$ cat src/rtl/clock_frequency_divider.sv
// Counter/toggle divider: turns InClock into a registered 50%-duty OutClock
// at CLOCK_FREQUENCY/(2*HALF_PERIOD) Hz for the slow layout-update domain.
module clock_frequency_divider #(
    parameter int CLOCK_FREQUENCY  = 50_000_000,
    parameter int OUTPUT_FREQUENCY = 1
) (
    input  logic InClock,
    input  logic reset,
    output logic OutClock
);

    localparam int HALF_PERIOD   = CLOCK_FREQUENCY / (2 * OUTPUT_FREQUENCY);
    localparam int COUNTER_WIDTH = $clog2(HALF_PERIOD) + 1;

    // Clamp keeps the terminal count well-formed while the error below fires.
    localparam int HP_SAFE = (HALF_PERIOD < 1) ? 1 : HALF_PERIOD;
    localparam logic [COUNTER_WIDTH-1:0] LAST_COUNT = COUNTER_WIDTH'(HP_SAFE - 1);
    localparam logic [COUNTER_WIDTH-1:0] ONE        = COUNTER_WIDTH'(1);

    if (HALF_PERIOD < 1) begin : g_bad_ratio
        $error("clock_frequency_divider: OUTPUT_FREQUENCY exceeds CLOCK_FREQUENCY/2");
    end

    logic [COUNTER_WIDTH-1:0] counter_q;
    logic [COUNTER_WIDTH-1:0] counter_d;
    logic                     out_clock_q;
    logic                     out_clock_d;

    always_comb begin
        counter_d   = counter_q + ONE;
        out_clock_d = out_clock_q;
        if (counter_q == LAST_COUNT) begin
            counter_d   = '0;
            out_clock_d = ~out_clock_q;
        end
    end

    always_ff @(posedge InClock or posedge reset) begin
        if (reset) begin
            counter_q   <= '0;
            out_clock_q <= 1'b0;
        end else begin
            counter_q   <= counter_d;
            out_clock_q <= out_clock_d;
        end
    end

    assign OutClock = out_clock_q;

endmodule

$ cat config.mk
export PLATFORM = sky130hd
export DESIGN_NAME = clock_frequency_divider
export DESIGN_NICKNAME = d
export VERILOG_FILES = /design/src/rtl/clock_frequency_divider.sv
export SDC_FILE = /design/constraint.sdc
export NUM_CORES = 1
export LEC_CHECK = 0
export CAP_MARGIN = 20
export CORE_MARGIN = 5
export CORE_UTILIZATION = 55
export CTS_CLUSTER_SIZE = 12
export DETAILED_ROUTE_END_ITERATION = 10
export DONT_BUFFER_PORTS = 1
export GPL_ROUTABILITY_DRIVEN = 0
export PLACE_DENSITY = 0.73
export RECOVER_POWER = 100
export SETUP_SLACK_MARGIN = 0.1
export SYNTH_ARGS = -nofsm -noshare
export SYNTH_HDL_FRONTEND = slang
export SYNTH_SLANG_ARGS = --single-unit
$ cat constraint.sdc
create_clock -name InClock -period 1.6 [get_ports InClock]
set_input_delay 0.16 -clock InClock [delete_from_list [all_inputs] [get_ports InClock]]
set_output_delay 0.16 -clock InClock [all_outputs]
set_load 0.01 [all_outputs]
==> results.yml, run 1 <==
status:
  status: "complete, no violations"
grt:
  grt_overflow: 0
  grt_start_max_net_pins: 27
  wire_length_of_the_first_global_routing_pass_um: 5290
  grt_pass1_vias: 1193
  grt_antenna_before_repair: 0
  groute.usage.overall_pct: 19.9
sta:
  timing.final.crit_period_ps: 1600
  worst_clock_skew_ps: 1.98
  relSlewSlack_pct: 55.1
  layout_worst_path_cycle_share_pct: 100
  hold_viol_final: 0
  max_slew.worst_pin.slew_ps: 674
  rsz0062_at_grt: "yes"
  timing_limited_maximum_frequency_ghz: 0.625
  worst_slack_ps: 0.532
  final-setup-viol-count: 0
  timing_max_transition_violations_final: 0
synthesis:
  post_synth_and_or_nand_nor_area_fraction_pct: 26.2
  synth-seq-cells: 27
  async_set_or_reset_register_ratio_after_synthesis_pct: 100
  synth_top_flop_cell: "dfrtp_1"
  synth_compound_gate_area_share_pct: 7.77
  synth_cell_types: 31
  syn_nets: 131
  synth-xor-area-share_pct: 10.5
  synth_edf_count: 0
  synthAdderAreaFrac_pct: 0.936
  count_of_synthesis_stage_warnings_from_yosys: 0
  synthMuxAreaShare_pct: 0
  post_synth_instance_area_mm2: 0.00134
  ys_seq_area_share_pct: 50.6
  post_synth.cell_area_avg_um2: 10.4
  combinational_family_with_the_most_area_after_synthesis: "simple AND/OR/NAND/NOR gates"
  syn_inst: 128
clocking:
  maximum_level_of_the_cts_h_tree: 1
  cts_max_path_buffers: 2
  clk_latency_ps: 330
  cts_tree: "yes"
  cts.root.buffer_cell: "clkbuf_4"
  tritoncts.num_buffers: 3
  clk_pin_slew_worst_paths_ps: 150
  numClockSinks: 27
route:
  wl_per_cell_um: 17.5
  detailroute.via_count: 1135
  route.final.wire_length_um: 3390
  initialDrtViolationCount: 26
  first_pass_iters: 5
  drcViolationCount: 0
  drtAntennaViolNets: 0
  via_per_instance_ratio: 5.85
final_layout:
  layout.cells.most_common: "buf_4"
  mostFrequentLayoutCells: "buf_4 (31), dfrtp_1 (27), nand3_1 (9)"
  area.growth.synth_to_final_pct: 33.9
  layout.nets: 170
  post_route_cells_drive_above_1_share_pct: 41.0
  num_antenna_cells: 0
power_and_ir_drop:
  power.total_mw: 1.00
  power.leakage_nw: 0.831
  vdd_ir_drop_max_mv: 0.514
  cellPowerDensity_mw_per_mm2: 561
worst_setup_path:
  r2r-start: "counter_q[25]"
  critical_path.max_fanout: 4
  crit_required_ps: 1830
  cp-startpoint: "counter_q[25]"
  setup.reg_to_reg.worst_slack_ps: 0.5
  cp_slowest_cell: "dfrtp_1"
  worst-r2r-cell-count: 6
  cp_data_arrival_time_ps: 1830
  timing.critical_path.to_type: "flip-flop"
  critical_path.max_stage_delay_ps: 430
  crit_path_cell_trace: "nor4_4 > nand4_1 > nor3_4 > buf_6 > buf_12 > a21oi_2"
  worstSetupPathType: "flip-flop to flip-flop"
  worst_setup_path_start_kind: "flip-flop"
die:
  rows: 17
  ios: 3
  core-area_mm2: 0.00228
  fp.dieArea_mm2: 0.00352
  effective_utilization_at_floorplan_pct: 58.7
  die-height_um: 59.3
  x_dimension_of_the_die_um: 59.3
placed_design:
  port-buffer-count: 0
  dp_hpwl_um: 2090
  place_ws_ps: -78.4
hold_path:
  min-delay-path-class: "input pin to async pin"
flow_run:
  maxCapViolations: 0
-- final timing paths --
check | endpoint
setup / recovery | counter_q[12]
hold / removal | OutClock
setup reg to reg | counter_q[12]
hold reg to reg | counter_q[0]
max in group asynchronous | counter_q[14]
min in group InClock | counter_q[0]
-- cells in the mapped netlist (2+ instances only) --
cell,number,area (um^2)
a21oi_1,8,40.0
and4_1,5,43.8
nor4_1,2,12.5
nor2_1,9,33.8
buf_4,2,15.0
or3_1,4,25.0
o31ai_1,4,30.0
nand2_1,6,22.5
nand3_1,10,50.1
clkbuf_1,2,7.51
or4_1,3,22.5
xor2_1,9,78.8
inv_1,4,15.0
o21ai_0,5,25.0
nand4_1,5,31.3
xnor2_1,7,61.3
nor3_1,2,10.0
and3_1,2,12.5
dfrtp_1,27,676
-- routing by layer --
metal	vias up	global-route usage, %	wire, um
li1	540	-	-
met1	565	23.7	1470
met2	23	35.1	1770
met3	7	4.14	101
met4	0	7.12	55
met5	-	0	0
-- registers in the layout, summed over array words and instances (netlist names) --
signal	cells
counter_q	26
OutClock	1
-- power by group --
part / internal (mW) / leakage, nW / switching, mW
logic: 0.00259 / 0.453 / 0.0138
registers: 0.683 / 0.363 / 0
clock network: 0.0979 / 0.0150 / 0.207
-- cells by family after synthesis --
logic type / Yosys count
buf+inv: 10
xor+xnor: 16
simple gates: 56
fa+ha+maj: 1
flops: 27
compound gates: 18
-- repair_timing --
action                     in CTS  in global routing
hold buffers                    1                  0
setup endpoints to repair      19                 18
hold endpoints to repair       27                  0
cloned                          1                  0
pin swaps                      10                  2
resized for setup              19                 11
setup buffers                  11                  3
-- stage by stage --
stage                     hold WS (ps)  setup TNS, ps  cells  utilization (%)  instance area (um^2)
final                             91.6              0    194             78.6                  1790
after global routing              94.5           -921    194             78.6                  1790
after global placement            -101           -142    174             67.1                  1530
after CTS                         77.3              0    191             75.7                  1720
after floorplan                    213              0    128                -                  1370
after detailed placement         -99.0           -423    174             67.1                  1530
-- area by class of cell --
class | instances | area [um^2]
sequential | 27 | 676
fill | 133 | 487
inverter | 4 | 15.0
tap | 28 | 35.0
clock buffer | 4 | 26.3
timing repair buffer | 39 | 309
multi-input combinational | 92 | 728
-- critical path: cells and delay by family, from the launching register on --
family	cells	cell delay, ps
AND/OR/NAND/NOR	3	780
flip-flops	1	430
buffers and inverters	2	260
AO/OA/AOI/OAI	1	30
Power figures use the tool's default switching activity.
==> inputs of run 2 (changes only) <==
--- a/config.mk
+++ b/config.mk
@@ -5,14 +5,14 @@
 export SDC_FILE = /design/constraint.sdc
 export NUM_CORES = 1
 export LEC_CHECK = 0
-export CAP_MARGIN = 20
+export BUFFER_PORTS_ARGS = -buffer_cell sky130_fd_sc_hd__buf_4
 export CORE_MARGIN = 5
-export CORE_UTILIZATION = 55
+export CORE_UTILIZATION = 57
+export CTS_BUF_LIST = sky130_fd_sc_hd__clkbuf_4
 export CTS_CLUSTER_SIZE = 12
 export DETAILED_ROUTE_END_ITERATION = 10
-export DONT_BUFFER_PORTS = 1
 export GPL_ROUTABILITY_DRIVEN = 0
-export PLACE_DENSITY = 0.73
+export PLACE_DENSITY = 0.76
 export RECOVER_POWER = 100
 export SETUP_SLACK_MARGIN = 0.1
 export SYNTH_ARGS = -nofsm -noshare
==> run 2 against run 1 <==
  * Critical path depth down 1
  * Largest cell class unchanged
  * Largest power group unchanged
  * Highest routed layer unchanged
  * Die area is 2.9% lower
  * Power decreased by 0.25%
  * The flow now finishes with violations (setup timing)
  * Global-route usage fell by 1.2 points
==> results.yml, run 2 (synthesis results as in run 1) <==
sta:
  worst_slack_ps: -34.8
  timing_max_transition_violations_final: 0
  final-setup-viol-count: 3
  rsz0062_at_grt: "yes"
  max_slew.worst_pin.slew_ps: 651
  worst_clock_skew_ps: 5.06
  layout_worst_path_cycle_share_pct: 102
  hold_viol_final: 0
  relSlewSlack_pct: 56.6
  timing.final.crit_period_ps: 1630
  timing_limited_maximum_frequency_ghz: 0.612
worst_setup_path:
  critical_path.max_fanout: 15
  critical_path.max_stage_delay_ps: 460
  timing.critical_path.to_type: "flip-flop"
  worstSetupPathType: "flip-flop to flip-flop"
  cp_num_buf_inv: 1
  crit_required_ps: 1870
  worst_setup_path_start_kind: "flip-flop"
  cp-startpoint: "counter_q[8]"
  cp_slowest_cell: "dfrtp_1"
  setup.reg_to_reg.worst_slack_ps: -30
  cp_data_arrival_time_ps: 1900
  crit_path_cell_trace: "nor4b_2 > nand4_1 > nor3_4 > buf_12 > xor2_1"
  r2r-start: "counter_q[8]"
  worst_path_dominant_cell_family: "simple AND/OR/NAND/NOR gates"
final_layout:
  num_antenna_cells: 0
  layout.cells.most_common: "buf_4"
  mostFrequentLayoutCells: "buf_4 (28), dfrtp_1 (27), nand3_1 (9), nor2_1 (9), xor2_1 (9)"
  post_route_cells_drive_above_1_share_pct: 36.3
  largest_reg_flops: 26
  layout.nets: 164
  largest_register: "counter_q"
  area.growth.synth_to_final_pct: 28.0
  fillCellCount: 157
grt:
  groute.usage.overall_pct: 18.8
  grt_busiest_layer: "met2"
  wire_length_of_the_first_global_routing_pass_um: 4960
  grt_start_max_net_pins: 28
  grt_overflow: 0
  grt_pass1_vias: 1109
  use_met2_pct: 33.2
  gr-usage-met1_pct: 23.5
  grt_antenna_before_repair: 0
  grt_util_met3_pct: 3.95
clocking:
  cts_max_path_buffers: 2
  cts.root.buffer_cell: "clkbuf_4"
  clk_latency_ps: 330
  clk_pin_slew_worst_paths_ps: 140
  tritoncts.num_buffers: 3
  numClockSinks: 27
  maximum_level_of_the_cts_h_tree: 1
  cts_tree: "yes"
route:
  drtAntennaViolNets: 0
  wl_per_cell_um: 17.4
  drcViolationCount: 0
  initialDrtViolationCount: 59
  detailroute.via_count: 1168
  via_per_instance_ratio: 6.21
  route.final.wire_length_um: 3270
  first_pass_iters: 4
placed_design:
  place_ws_ps: -92.1
  port-buffer-count: 2
  dp_hpwl_um: 2000
die:
  core-area_mm2: 0.00223
  effective_utilization_at_floorplan_pct: 59.8
  ios: 3
  x_dimension_of_the_die_um: 58.4
  rows: 17
  die-height_um: 58.4
  fp.dieArea_mm2: 0.00341
power_and_ir_drop:
  power.total_mw: 1.00
  vdd_ir_drop_max_mv: 0.589
  cellPowerDensity_mw_per_mm2: 585
  power.leakage_nw: 0.816
status:
  status: "complete, but fails checks"
  failed_checks: "setup timing"
hold_path:
  worst_hold_startpoint: "counter_q[0]"
  min-delay-path-class: "flip-flop to flip-flop"
flow_run:
  maxCapViolations: 0
run 2: worst reg2reg max path: stages (launching register included):
cell and delay (ps):
dfrtp_1 460, nor4b_2 350, nand4_1 220, nor3_4 200, buf_12 170, xor2_1 170
run 2: routing by layer:
layer	share of wire, %	wire length, um
met2	51	1680
met1	42	1380
met4	2.4	79
met5	0	0
met3	3.9	127
run 2: worst paths after layout:
kind	to	cells after the start
max	OutClock	5
min	counter_q[0]	1
max reg2reg	OutClock	5
min reg2reg	counter_q[0]	1
max in group asynchronous	counter_q[20]	4
min in group asynchronous	counter_q[12]	4
run 2: area by class of cell:
type,count,area (um^2),share of cell area (%)
clock buffer,3,22.5,1.32
tap,28,35.0,2.05
sequential,27,676,39.5
timing repair buffer,33,256,15.0
multi-input combinational,92,701,41.0
inverter,4,15.0,0.878
clock inverter,1,5.00,0.293
run 2: power breakdown:
group	total (mW)	switching [mW]	leakage, nW	internal, mW
registers	0.683	0	0.363	0.683
logic	0.0175	0.0135	0.436	0.00397
clock network	0.301	0.207	0.0177	0.0942
total	1.00	0.220	0.816	0.781
run 2: per-stage QoR:
step,instance area (um^2),hold WS [ps],utilization (%),TNS (ps),cells
6_report,1710,467,76.6,-84.1,188
5_1_grt,1710,481,76.6,-294,188
4_1_cts,1630,437,73.1,0,184
3_5_place_dp,1550,256,69.3,-293,175
3_3_place_gp,1550,236,69.3,-7.15,175
2_1_floorplan,1370,213,-,0,128
run 2: what timing repair did:
action,4_1_cts,5_1_grt
setup endpoints to repair,20,20
cloned,0,1
pin swaps,3,8
resized for setup,8,12
endpoints found under the hold margin,27,0
setup buffers,4,3
hold buffers,1,0
